### src/rtl/turret_slew_ctrl_if.sv
// Command port for the turret slew controller: firmware-side valid/ready write of a
// per-channel target pulse width.
interface turret_slew_ctrl_if #(
  parameter int CNT_W = 21
);
  logic             cmd_valid;
  logic             cmd_ready;
  logic             cmd_ch;
  logic [CNT_W-1:0] cmd_target;

  modport master (output cmd_valid, output cmd_ch, output cmd_target, input cmd_ready);
  modport slave  (input cmd_valid, input cmd_ch, input cmd_target, output cmd_ready);
endinterface

### src/rtl/turret_slew_ctrl.sv
// Two-channel servo PWM generator that slews each pulse width toward its commanded
// target by at most STEP cycles per frame and pulses done_int when both arrive.
module turret_slew_ctrl #(
  parameter int PERIOD_CYC = 2000000,
  parameter int MIN_W      = 100000,
  parameter int MAX_W      = 200000,
  parameter int STEP       = 1000,
  parameter int CNT_W      = 21
) (
  input  logic                PCLK,
  input  logic                PRESET,
  turret_slew_ctrl_if.slave   cmd,
  output logic                pwm_out1,
  output logic                pwm_out2,
  output logic                busy,
  output logic                done_int
);

  localparam int SW = CNT_W + 1;
  localparam logic [CNT_W-1:0]        L_LAST   = CNT_W'(PERIOD_CYC - 1);
  localparam logic [CNT_W-1:0]        L_MIN    = CNT_W'(MIN_W);
  localparam logic [CNT_W-1:0]        L_MAX    = CNT_W'(MAX_W);
  localparam logic [CNT_W-1:0]        L_CENTER = CNT_W'((MIN_W + MAX_W) / 2);
  localparam logic [CNT_W-1:0]        L_STEP_U = CNT_W'(STEP);
  localparam logic signed [SW-1:0]    L_STEP_S = SW'(STEP);

  typedef enum logic [0:0] {
    S_IDLE   = 1'b0,
    S_MOVING = 1'b1
  } state_t;

  state_t           r_state;
  logic [CNT_W-1:0] r_frame_cnt;
  logic [CNT_W-1:0] r_cur_w [0:1];
  logic [CNT_W-1:0] r_tgt_w [0:1];
  logic             r_pwm1;
  logic             r_pwm2;
  logic             r_busy;
  logic             r_done;

  state_t           w_state_nxt;
  logic             w_done_nxt;
  logic [CNT_W-1:0] w_cur_nxt [0:1];
  logic [CNT_W-1:0] w_tgt_nxt [0:1];
  logic             w_boundary;
  logic             w_accept;

  function automatic logic [CNT_W-1:0] clamp_w(input logic [CNT_W-1:0] v);
    if (v < L_MIN) begin
      return L_MIN;
    end else if (v > L_MAX) begin
      return L_MAX;
    end else begin
      return v;
    end
  endfunction

  // Widths are clamped to [MIN_W, MAX_W], so the signed difference cannot overflow.
  function automatic logic [CNT_W-1:0] slew_w(input logic [CNT_W-1:0] cur,
                                              input logic [CNT_W-1:0] tgt);
    logic signed [SW-1:0] diff;
    diff = $signed({1'b0, tgt}) - $signed({1'b0, cur});
    if (diff > L_STEP_S) begin
      return cur + L_STEP_U;
    end else if (diff < -L_STEP_S) begin
      return cur - L_STEP_U;
    end else begin
      return tgt;
    end
  endfunction

  assign w_boundary    = (r_frame_cnt == L_LAST);
  assign cmd.cmd_ready = !PRESET && !w_boundary;
  assign w_accept      = cmd.cmd_valid && cmd.cmd_ready;

  // Next-state logic; acceptance and the boundary update are mutually exclusive.
  always_comb begin
    w_state_nxt = r_state;
    w_done_nxt  = 1'b0;
    w_cur_nxt   = r_cur_w;
    w_tgt_nxt   = r_tgt_w;
    if (w_accept) begin
      w_tgt_nxt[cmd.cmd_ch] = clamp_w(cmd.cmd_target);
      w_state_nxt           = S_MOVING;
    end else if (w_boundary) begin
      case (r_state)
        S_MOVING: begin
          w_cur_nxt[0] = slew_w(r_cur_w[0], r_tgt_w[0]);
          w_cur_nxt[1] = slew_w(r_cur_w[1], r_tgt_w[1]);
          if ((w_cur_nxt[0] == r_tgt_w[0]) && (w_cur_nxt[1] == r_tgt_w[1])) begin
            w_state_nxt = S_IDLE;
            w_done_nxt  = 1'b1;
          end else begin
            w_state_nxt = S_MOVING;
          end
        end
        S_IDLE: begin
          w_state_nxt = S_IDLE;
        end
        default: begin
          w_state_nxt = S_IDLE;
        end
      endcase
    end else begin
      w_state_nxt = r_state;
    end
  end

  // Frame counter and FSM state register.
  always_ff @(posedge PCLK) begin
    if (PRESET) begin
      r_frame_cnt <= '0;
      r_state     <= S_IDLE;
    end else begin
      r_frame_cnt <= w_boundary ? '0 : (r_frame_cnt + CNT_W'(1));
      r_state     <= w_state_nxt;
    end
  end

  // Pulse-width datapath; cur_w only moves on the boundary, so no runt pulses.
  always_ff @(posedge PCLK) begin
    if (PRESET) begin
      r_cur_w[0] <= L_CENTER;
      r_cur_w[1] <= L_CENTER;
      r_tgt_w[0] <= L_CENTER;
      r_tgt_w[1] <= L_CENTER;
    end else begin
      r_cur_w <= w_cur_nxt;
      r_tgt_w <= w_tgt_nxt;
    end
  end

  // Registered outputs.
  always_ff @(posedge PCLK) begin
    if (PRESET) begin
      r_pwm1 <= 1'b0;
      r_pwm2 <= 1'b0;
      r_busy <= 1'b0;
      r_done <= 1'b0;
    end else begin
      r_pwm1 <= (r_frame_cnt < r_cur_w[0]);
      r_pwm2 <= (r_frame_cnt < r_cur_w[1]);
      r_busy <= (w_state_nxt == S_MOVING);
      r_done <= w_done_nxt;
    end
  end

  assign pwm_out1 = r_pwm1;
  assign pwm_out2 = r_pwm2;
  assign busy     = r_busy;
  assign done_int = r_done;

endmodule

### src/flat_wrapper.sv
// flat-port wrapper written by rule: the top's interface ports become plain ports
module turret_slew_ctrl_flat 
#(
  parameter int PERIOD_CYC = 2000000,
  parameter int MIN_W      = 100000,
  parameter int MAX_W      = 200000,
  parameter int STEP       = 1000,
  parameter int CNT_W      = 21
)
  (PCLK, PRESET, pwm_out1, pwm_out2, busy, done_int, cmd_cmd_valid, cmd_cmd_ch, cmd_cmd_target, cmd_cmd_ready);
  turret_slew_ctrl_if #(.CNT_W(CNT_W)) cmd_i ();
  input  logic PCLK;
  input  logic PRESET;
  output logic pwm_out1;
  output logic pwm_out2;
  output logic busy;
  output logic done_int;
  input wire logic [$bits(cmd_i.cmd_valid)-1:0] cmd_cmd_valid;
  input wire logic [$bits(cmd_i.cmd_ch)-1:0] cmd_cmd_ch;
  input wire logic [$bits(cmd_i.cmd_target)-1:0] cmd_cmd_target;
  output wire logic [$bits(cmd_i.cmd_ready)-1:0] cmd_cmd_ready;
  assign cmd_i.cmd_valid = cmd_cmd_valid;
  assign cmd_i.cmd_ch = cmd_cmd_ch;
  assign cmd_i.cmd_target = cmd_cmd_target;
  assign cmd_cmd_ready = cmd_i.cmd_ready;
  turret_slew_ctrl #(.PERIOD_CYC(PERIOD_CYC), .MIN_W(MIN_W), .MAX_W(MAX_W), .STEP(STEP), .CNT_W(CNT_W)) u_core (.PCLK(PCLK), .PRESET(PRESET), .cmd(cmd_i), .pwm_out1(pwm_out1), .pwm_out2(pwm_out2), .busy(busy), .done_int(done_int));
endmodule
### config.mk
export PLATFORM = sky130hd
export DESIGN_NAME = turret_slew_ctrl_flat
export DESIGN_NICKNAME = d
export VERILOG_FILES = /design/src/rtl/turret_slew_ctrl_if.sv /design/src/rtl/turret_slew_ctrl.sv /design/src/flat_wrapper.sv
export SDC_FILE = /design/constraint.sdc
export NUM_CORES = 1
export LEC_CHECK = 0
export CAP_MARGIN = 10
export CELL_PAD_IN_SITES_DETAIL_PLACEMENT = 0
export CELL_PAD_IN_SITES_GLOBAL_PLACEMENT = 1
export CORE_MARGIN = 8
export CORE_UTILIZATION = 38
export CTS_CLUSTER_DIAMETER = 200
export DETAILED_ROUTE_END_ITERATION = 7
export GPL_ROUTABILITY_DRIVEN = 0
export PLACE_DENSITY_LB_ADDON = 0.1
export SETUP_SLACK_MARGIN = 0.5
export SYNTH_ARGS = -nofsm -noshare
export SYNTH_HDL_FRONTEND = slang
export SYNTH_SLANG_ARGS = --single-unit
### constraint.sdc
create_clock -name PCLK -period 5.3 [get_ports PCLK]
set_input_delay 1.06 -clock PCLK [delete_from_list [all_inputs] [get_ports PCLK]]
set_output_delay 1.06 -clock PCLK [all_outputs]
set_load 0.05 [all_outputs]
==> run metrics, run 1 <==
outcome finished, final reports clean; synth warn 0; CP Data Required Time 5.52 ns; diode count 0; share of the synthesized area in the top cell type 19.74%; fraction of registers with async set/reset 0%; post-synth net total 1,598; clk_lat worst skew 0.38 ns; commonest cells in the synthesized netlist nor2_1, nand2_1, a21oi_1; IO Pins 30; H-Tree Depth 3; Clock Skews 0.02059 ns; met1 Track Usage GR 32.95%; Crit path max-delay family simple AND/OR/NAND/NOR gates; Nets 1,619; RSZ-0062 raised after global routing yes; largest net degree at the start of global routing 73; Max Slew Vio Count 0; DRT Wirelength 42.18 mm; worst-path cell chain inv_2 > ha_2 > and2_4 > a221o_1 > or3_1 > a22o_1 > or4b_1 > nor4b_2 > a31o_2 > buf_4 > o22ai_1 > mux2_2 > a21oi_1 > o2111ai_1 > nor4_2 > a211oi_1; post-DP HPWL 33.26 mm; Hold Crit Class reg -> reg; global-route wire length before repair 65.12 mm; Slew @ Worst Pin 0.9773 ns; share of cells above drive strength 1 11.46%; Final Non-Filler Cells 1,894; initial DRC count 1,002; CORE AREA 0.02870 mm2; die height 186.5 um; syn avg cell area 7.447 um2; area grow syn2layout 13.21%; Worst Path Buf+Inv 2; clock buffer count from CTS 9; Hold-fix buffers, CTS 0; die width 186.5 um; Placement Rows 62; Die ar. 0.03480 mm2; post-synth design cell area 0.01105 mm2; initial antenna violation count 0; Vias/cell 6.120; wire per inst 22.27 um; GRT met2 Usage 36.01%; deepest clock path buffer count 2; Layout fillers 2,993; Post-synth EDFFs 0; Cells after Synth 1,484; Yosys top cell by area dfxtp_1; fmax 0.2166 GHz; met3 usage in global routing 3.635%; initial core utilization 38.50%; CTS tree yes; Placed Instances 1,871; crit path kind reg -> reg; grt total ovfl 0; drt drc 0; Worst Path Arrival 4.83 ns; post-route clock period utilization 87.11%; post-synth cell types 93; GRT Overall Usage 23.29%; Pwr Density 195.7 mW/mm2; WHS 0.5052 ns; Final Critical Period 4.617 ns; Max FO, Critical Path 11; max_cap viols 0; I/O Buffers 29; Critical Path Source Type flop; register bit total from synthesis 109; CTS root buffer clkbuf_16; vias in the first global route 10,689; Hold Fails Final Rpt 0; Worst path slowest cell or4b_1; Worst path max stage delay 0.54 ns; Initial DRT Pass Iterations 5; Routed Antenna Nets 0; final setup vio count 0; Final TNS setup 0 ns; CTS Sinks 109; worst vdd ir 137.1 uV; Critical Path Sink Type flop; Seq/Total Area, Yosys 19.74%; Max-slew headroom 34.85%; clock-pin slew on the worst setup and hold paths 0.10 ns; Pleak 4.959 nW; synth top area cells dfxtp_1, ha_1, xnor2_1, a21oi_1, nor2_1; cell with the most instances after synthesis nor2_1; ys flop type dfxtp_1; Via Count 11,591; Most Crowded Layer GR met2
## state kept, by name (all words and copies together), names as in the netlist
signal	cells
u_core.done_int	1
u_core.pwm_out1	1
u_core.pwm_out2	1
u_core.r_cur_w	42
u_core.r_frame_cnt	21
u_core.r_state	1
u_core.r_tgt_w	42
## layout make-up
cell class / count / area [um2] / share of cell area (%)
Clock inverter: 7 / 81.33 / 0.6500
Clock buffer: 9 / 225.2 / 1.800
Tap cell: 384 / 480.5 / 3.840
Multi-Input combinational cell: 1225 / 8489 / 67.85
Inverter: 68 / 255.2 / 2.040
Timing Repair Buffer: 92 / 785.8 / 6.280
Sequential cell: 109 / 2195 / 17.54
## repair_timing
action | in CTS | in global routing
buffers inserted | 0 | 7
resized for setup | 7 | 55
setup endpoints to repair | 2 | 2
pin swaps | 0 | 7
cloned | 0 | 0
## cells by family after synthesis
kind of cell / after synthesis / share of synthesized area, %
AND/OR/NAND/NOR: 534 / 23.83
XOR/XNOR: 90 / 7.132
flip-flops: 109 / 19.74
AO/OA/AOI/OAI: 502 / 32.80
multiplexers: 10 / 0.9397
buffers and inverters: 150 / 5.344
adder cells (fa/ha/maj): 89 / 10.21
## through the flow
step | total power (W) | utilization [%] | cell area, um2 | setup WS (ns)
after floorplan | 0.001420 | - | 11050 | 1.004
after global placement | 0.001668 | 41.53 | 11920 | 0.3395
after detailed placement | 0.001665 | 41.53 | 11920 | 0.3227
after CTS | 0.002401 | 42.66 | 12240 | 0.5194
after global routing | 0.002563 | 43.59 | 12510 | 0.4891
final | 0.002448 | 43.59 | 12510 | 0.6833
## routing by layer
metal / wire length [um] / part of all wire, % / vias up
li1: - / - / 5642
met1: 20320 / 48 / 5489
met2: 18140 / 43 / 410
met3: 2760 / 6.5 / 50
met4: 955 / 2.3 / 0
met5: 0 / 0 / -
## placed cells by master, fill, tap and decap left out, types with 16 or more instances in the layout
| cell | synthesis | layout |
|---|---|---|
| nand2_1 | 116 | 113 |
| o21ai_0 | 58 | 57 |
| clkdlybuf4s50_1 | 0 | 28 |
| a21oi_1 | 114 | 109 |
| xnor2_1 | 67 | 67 |
| and3_1 | 18 | 18 |
| o211ai_1 | 29 | 29 |
| nand3_1 | 49 | 49 |
| dfxtp_1 | 109 | 99 |
| a211oi_1 | 42 | 37 |
| xor2_1 | 23 | 23 |
| nand4_1 | 29 | 29 |
| or3_1 | 20 | 20 |
| nor4_1 | 17 | 16 |
| buf_4 | 0 | 62 |
| a21o_1 | 34 | 34 |
| ha_1 | 87 | 76 |
| a211o_1 | 31 | 31 |
| nor2_1 | 152 | 149 |
| inv_1 | 68 | 67 |
| nor3_1 | 54 | 54 |
## power breakdown
group | switching (W) | internal [W]
combinational | 0.000518 | 0.000338
clock | 0.000392 | 0.000343
sequential | 0.0000252 | 0.000832
## worst register-to-register path: stages, from the launching register on
cell       delay [ns]
dfxtp_2          0.41
inv_2            0.09
ha_2             0.32
and2_4           0.20
a221o_1          0.37
or3_1            0.38
a22o_1           0.25
or4b_1           0.54
nor4b_2          0.21
a31o_2           0.30
buf_4            0.21
o22ai_1          0.13
mux2_2           0.41
a21oi_1          0.13
o2111ai_1        0.12
nor4_2           0.26
a211oi_1         0.10
## path summary, 6_finish.rpt
| check | startpoint | endpoint | slack, ns | cells after the start |
|---|---|---|---|---|
| setup / recovery | u_core.r_cur_w[4] | u_core.r_state | 0.68 | 16 |
| hold / removal | u_core.r_cur_w[22] | u_core.r_cur_w[22] | 0.51 | 2 |
| setup reg to reg | u_core.r_cur_w[4] | u_core.r_state | 0.68 | 16 |
| hold reg to reg | u_core.r_cur_w[22] | u_core.r_cur_w[22] | 0.51 | 2 |
Note: power is estimated with default switching activity, not from simulation.
==> run 2: changes to the inputs <==
--- a/config.mk
+++ b/config.mk
@@ -5,12 +5,12 @@
 export SDC_FILE = /design/constraint.sdc
 export NUM_CORES = 1
 export LEC_CHECK = 0
+export ABC_AREA = 1
 export CAP_MARGIN = 10
 export CELL_PAD_IN_SITES_DETAIL_PLACEMENT = 0
 export CELL_PAD_IN_SITES_GLOBAL_PLACEMENT = 1
 export CORE_MARGIN = 8
 export CORE_UTILIZATION = 38
-export CTS_CLUSTER_DIAMETER = 200
 export DETAILED_ROUTE_END_ITERATION = 7
 export GPL_ROUTABILITY_DRIVEN = 0
 export PLACE_DENSITY_LB_ADDON = 0.1
==> run 2 against run 1 <==
- first-iteration DRC count fell by 13%
- via count rose by 3.5%
- hold slack improved by 0.017 ns
- synthesized cell count rose by 27%
- non-clock buffer count fell by 52
- setup slack improved by 0.28 ns
- critical endpoint unchanged
- largest cell class unchanged
==> run metrics, run 2 <==
post-route cell area 0.01200 mm2 (-4.1%); worst-path cell chain clkinv_1 > ha_1 > nand2_1 > nand2_1 > a21oi_1 > nand2_1 > nand2_1 > nand2_1 > nand4_1 > nand2_1 > inv_1 > nand2_1 > nand2_4 > inv_1 > nand2_1 > nand2_1 > nand2_1 > nand3_1 > nor2_1 > nand3_1 > nor2_1 > nand3_1 > nand2_1 > nand2_1; Die ar. 0.03488 mm2 (+0.25%); commonest cells in the synthesized netlist nand2_1, inv_1, nand3_1; syn avg cell area 5.888 um2 (-21%); die height 186.8 um (+0.12%); I/O Buffers 29 (unchanged); Critical Path Sink Type flop; drt drc 0 (unchanged); RSZ-0062 raised after global routing no; grt total ovfl 0 (unchanged); Max FO, Critical Path 25 (+14); Max-slew headroom 41.06% (+6.2 points); Critical Path Source Type flop; Hold Fails Final Rpt 0 (unchanged); postcts setup bufs 0 (unchanged); Via Count 11,998 (+3.5%); area grow syn2layout 8.265%; ys flop type dfxtp_1; GRT Overall Usage 22.91% (-0.37 points); Worst Path Arrival 4.59 ns (-0.24 ns); Pwr Density 208.7 mW/mm2 (+6.6%); synth top area cells dfxtp_1, nand2_1, ha_1, inv_1, nand3_1; Final TNS setup 0 ns (unchanged); most frequent cells in the layout nand2_1, inv_1, nand3_1, nor2_1, a21oi_1; initial antenna violation count 0 (unchanged); diode count 0 (unchanged); CTS root buffer clkbuf_16; wire per inst 17.90 um (-20%); post-synth cell types 47 (-49%); Nets 1,998 (+23%); Clock Skews 0.01594 ns (-0.004644 ns); max_cap viols 0 (unchanged); top flop regs u_core.r_cur_w (42), u_core.r_tgt_w (42), u_core.r_frame_cnt (21); commonest non-fill, non-tap cell in the layout nand2_1; Seq/Total Area, Yosys 19.69% (-0.054 points); Crit path max-delay family simple AND/OR/NAND/NOR gates; clock-pin slew on the worst setup and hold paths 0.09 ns (about the same); Vias/cell 5.278 (-14%); die width 186.8 um (+0.12%); largest net degree at the start of global routing 47 (-36%); most used cell along the critical path nand2_1; post-route clock period utilization 81.83% (-5.3 points); crit path kind reg -> reg; Worst Path Buf+Inv 3 (+1); Yosys top cell by area dfxtp_1; global-route wire length before repair 64.05 mm (-1.6%); Worst path max stage delay 0.43 ns (-0.11 ns); initial DRC count 868 (-13%); Cells after Synth 1,882 (+27%); H-Tree Depth 3 (unchanged); register bit total from synthesis 109 (unchanged); share of the synthesized area in the top cell type 19.69% (-0.054 points); PostCTS Resize Cnt 0 (-7); worst vdd ir 123.8 uV (-9.8%); DRT Wirelength 40.69 mm (-3.5%); deepest clock path buffer count 2 (unchanged); post-synth design cell area 0.01108 mm2 (+0.27%); CORE AREA 0.02870 mm2 (unchanged); post-synth net total 1,996 (+25%); Final Critical Period 4.337 ns (-0.2796 ns); Placement Rows 62 (unchanged); share of cells above drive strength 1 4.394% (-7.1 points); Slew @ Worst Pin 0.8749 ns (-0.1024 ns); fmax 0.2306 GHz (+6.4%); final setup vio count 0 (unchanged); CTS Sinks 109 (unchanged); fraction of registers with async set/reset 0% (unchanged); IO Pins 30 (unchanged); clock buffer count from CTS 9 (unchanged); initial core utilization 38.61% (+0.10 points); cell with the most instances after synthesis nand2_1; CP Data Required Time 5.55 ns (+0.03 ns); post-DP HPWL 32.89 mm (-1.1%); Hold-fix buffers, CTS 0 (unchanged); clk_lat worst skew 0.37 ns (about the same); Routed Antenna Nets 0 (unchanged); Post-synth EDFFs 0 (unchanged); placed cell area 0.01171 mm2 (-1.8%); outcome finished, final reports clean; synth warn 0 (unchanged); Hold Crit Class reg -> reg; Pleak 6.291 nW (+27%); Max Slew Vio Count 0 (unchanged); vias in the first global route 11,366 (+6.3%); Initial DRT Pass Iterations 7 (+2); CTS tree yes; Worst path slowest cell ha_1
run 2: area by class of cell:
class,count,area [um2]
flip-flops and latches,109,2182
fillers,3154,16700
multi-input cells,1449,7651
inverters,275,1032
well taps,384,480.5
repair buffers,40,365.4
clock buffers,9,225.2
clock inverters,7,61.31
run 2: logic make-up (layout without fill, tap and decap cells):
group,count (synthesis),in the layout,synth area share (%)
AND/OR/NAND/NOR,1014,1014,40.26
buffers and inverters,324,331,11.36
AO/OA/AOI/OAI,290,290,14.08
flip-flops,109,109,19.69
adder cells (fa/ha/maj),89,89,10.18
XOR/XNOR,56,56,4.426
run 2: power breakdown:
| group | internal (W) | total [W] | leakage, nW | switching, W |
|---|---|---|---|---|
| Sequential | 0.000835 | 0.000864 | 0.885 | 0.0000283 |
| Combinational | 0.000291 | 0.000939 | 5.26 | 0.000648 |
| Clock | 0.000328 | 0.000701 | 0.143 | 0.000373 |
| Total | 0.00145 | 0.00250 | 6.29 | 0.00105 |
run 2: worst register-to-register path: cells and delay by family, from the launching register on:
| kind | cells | cell delay, ns |
|---|---|---|
| buffers and inverters | 3 | 0.80 |
| AOI/OAI and AO/OA | 1 | 0.29 |
| and+or+nand+nor | 19 | 2.29 |
| adders and majority gates | 1 | 0.43 |
| DFF | 1 | 0.40 |
run 2: worst paths after layout:
check / startpoint / end / slack, ns / cells after the start
min reg2reg: u_core.r_tgt_w[19] / u_core.r_tgt_w[19] / 0.52 / 2
max: u_core.r_cur_w[27] / u_core.r_state / 0.96 / 24
min: u_core.r_tgt_w[19] / u_core.r_tgt_w[19] / 0.52 / 2
max reg2reg: u_core.r_cur_w[27] / u_core.r_state / 0.96 / 24
run 2: layer usage:
metal | vias to the layer above | routed length [um] | global-route usage (%)
li1 | 6153 | - | -
met4 | 0 | 1292 | 8.247
met3 | 65 | 1482 | 2.274
met2 | 257 | 19850 | 41.11
met5 | - | 0 | 0
met1 | 5523 | 18070 | 27.97
run 2: through the flow:
stage	total power, W	util, %	hold WS, ns	worst slack [ns]	instances
2_1_floorplan	0.001564	-	0.4381	2.139	1882
3_3_place_gp	0.001813	40.78	0.4671	0.8815	2257
5_1_grt	0.002661	41.80	0.5409	0.5585	2273
3_5_place_dp	0.001810	40.78	0.4817	0.8912	2257
4_1_cts	0.002506	41.78	0.5218	0.8727	2273
6_report	0.002503	41.80	0.5222	0.9629	2273
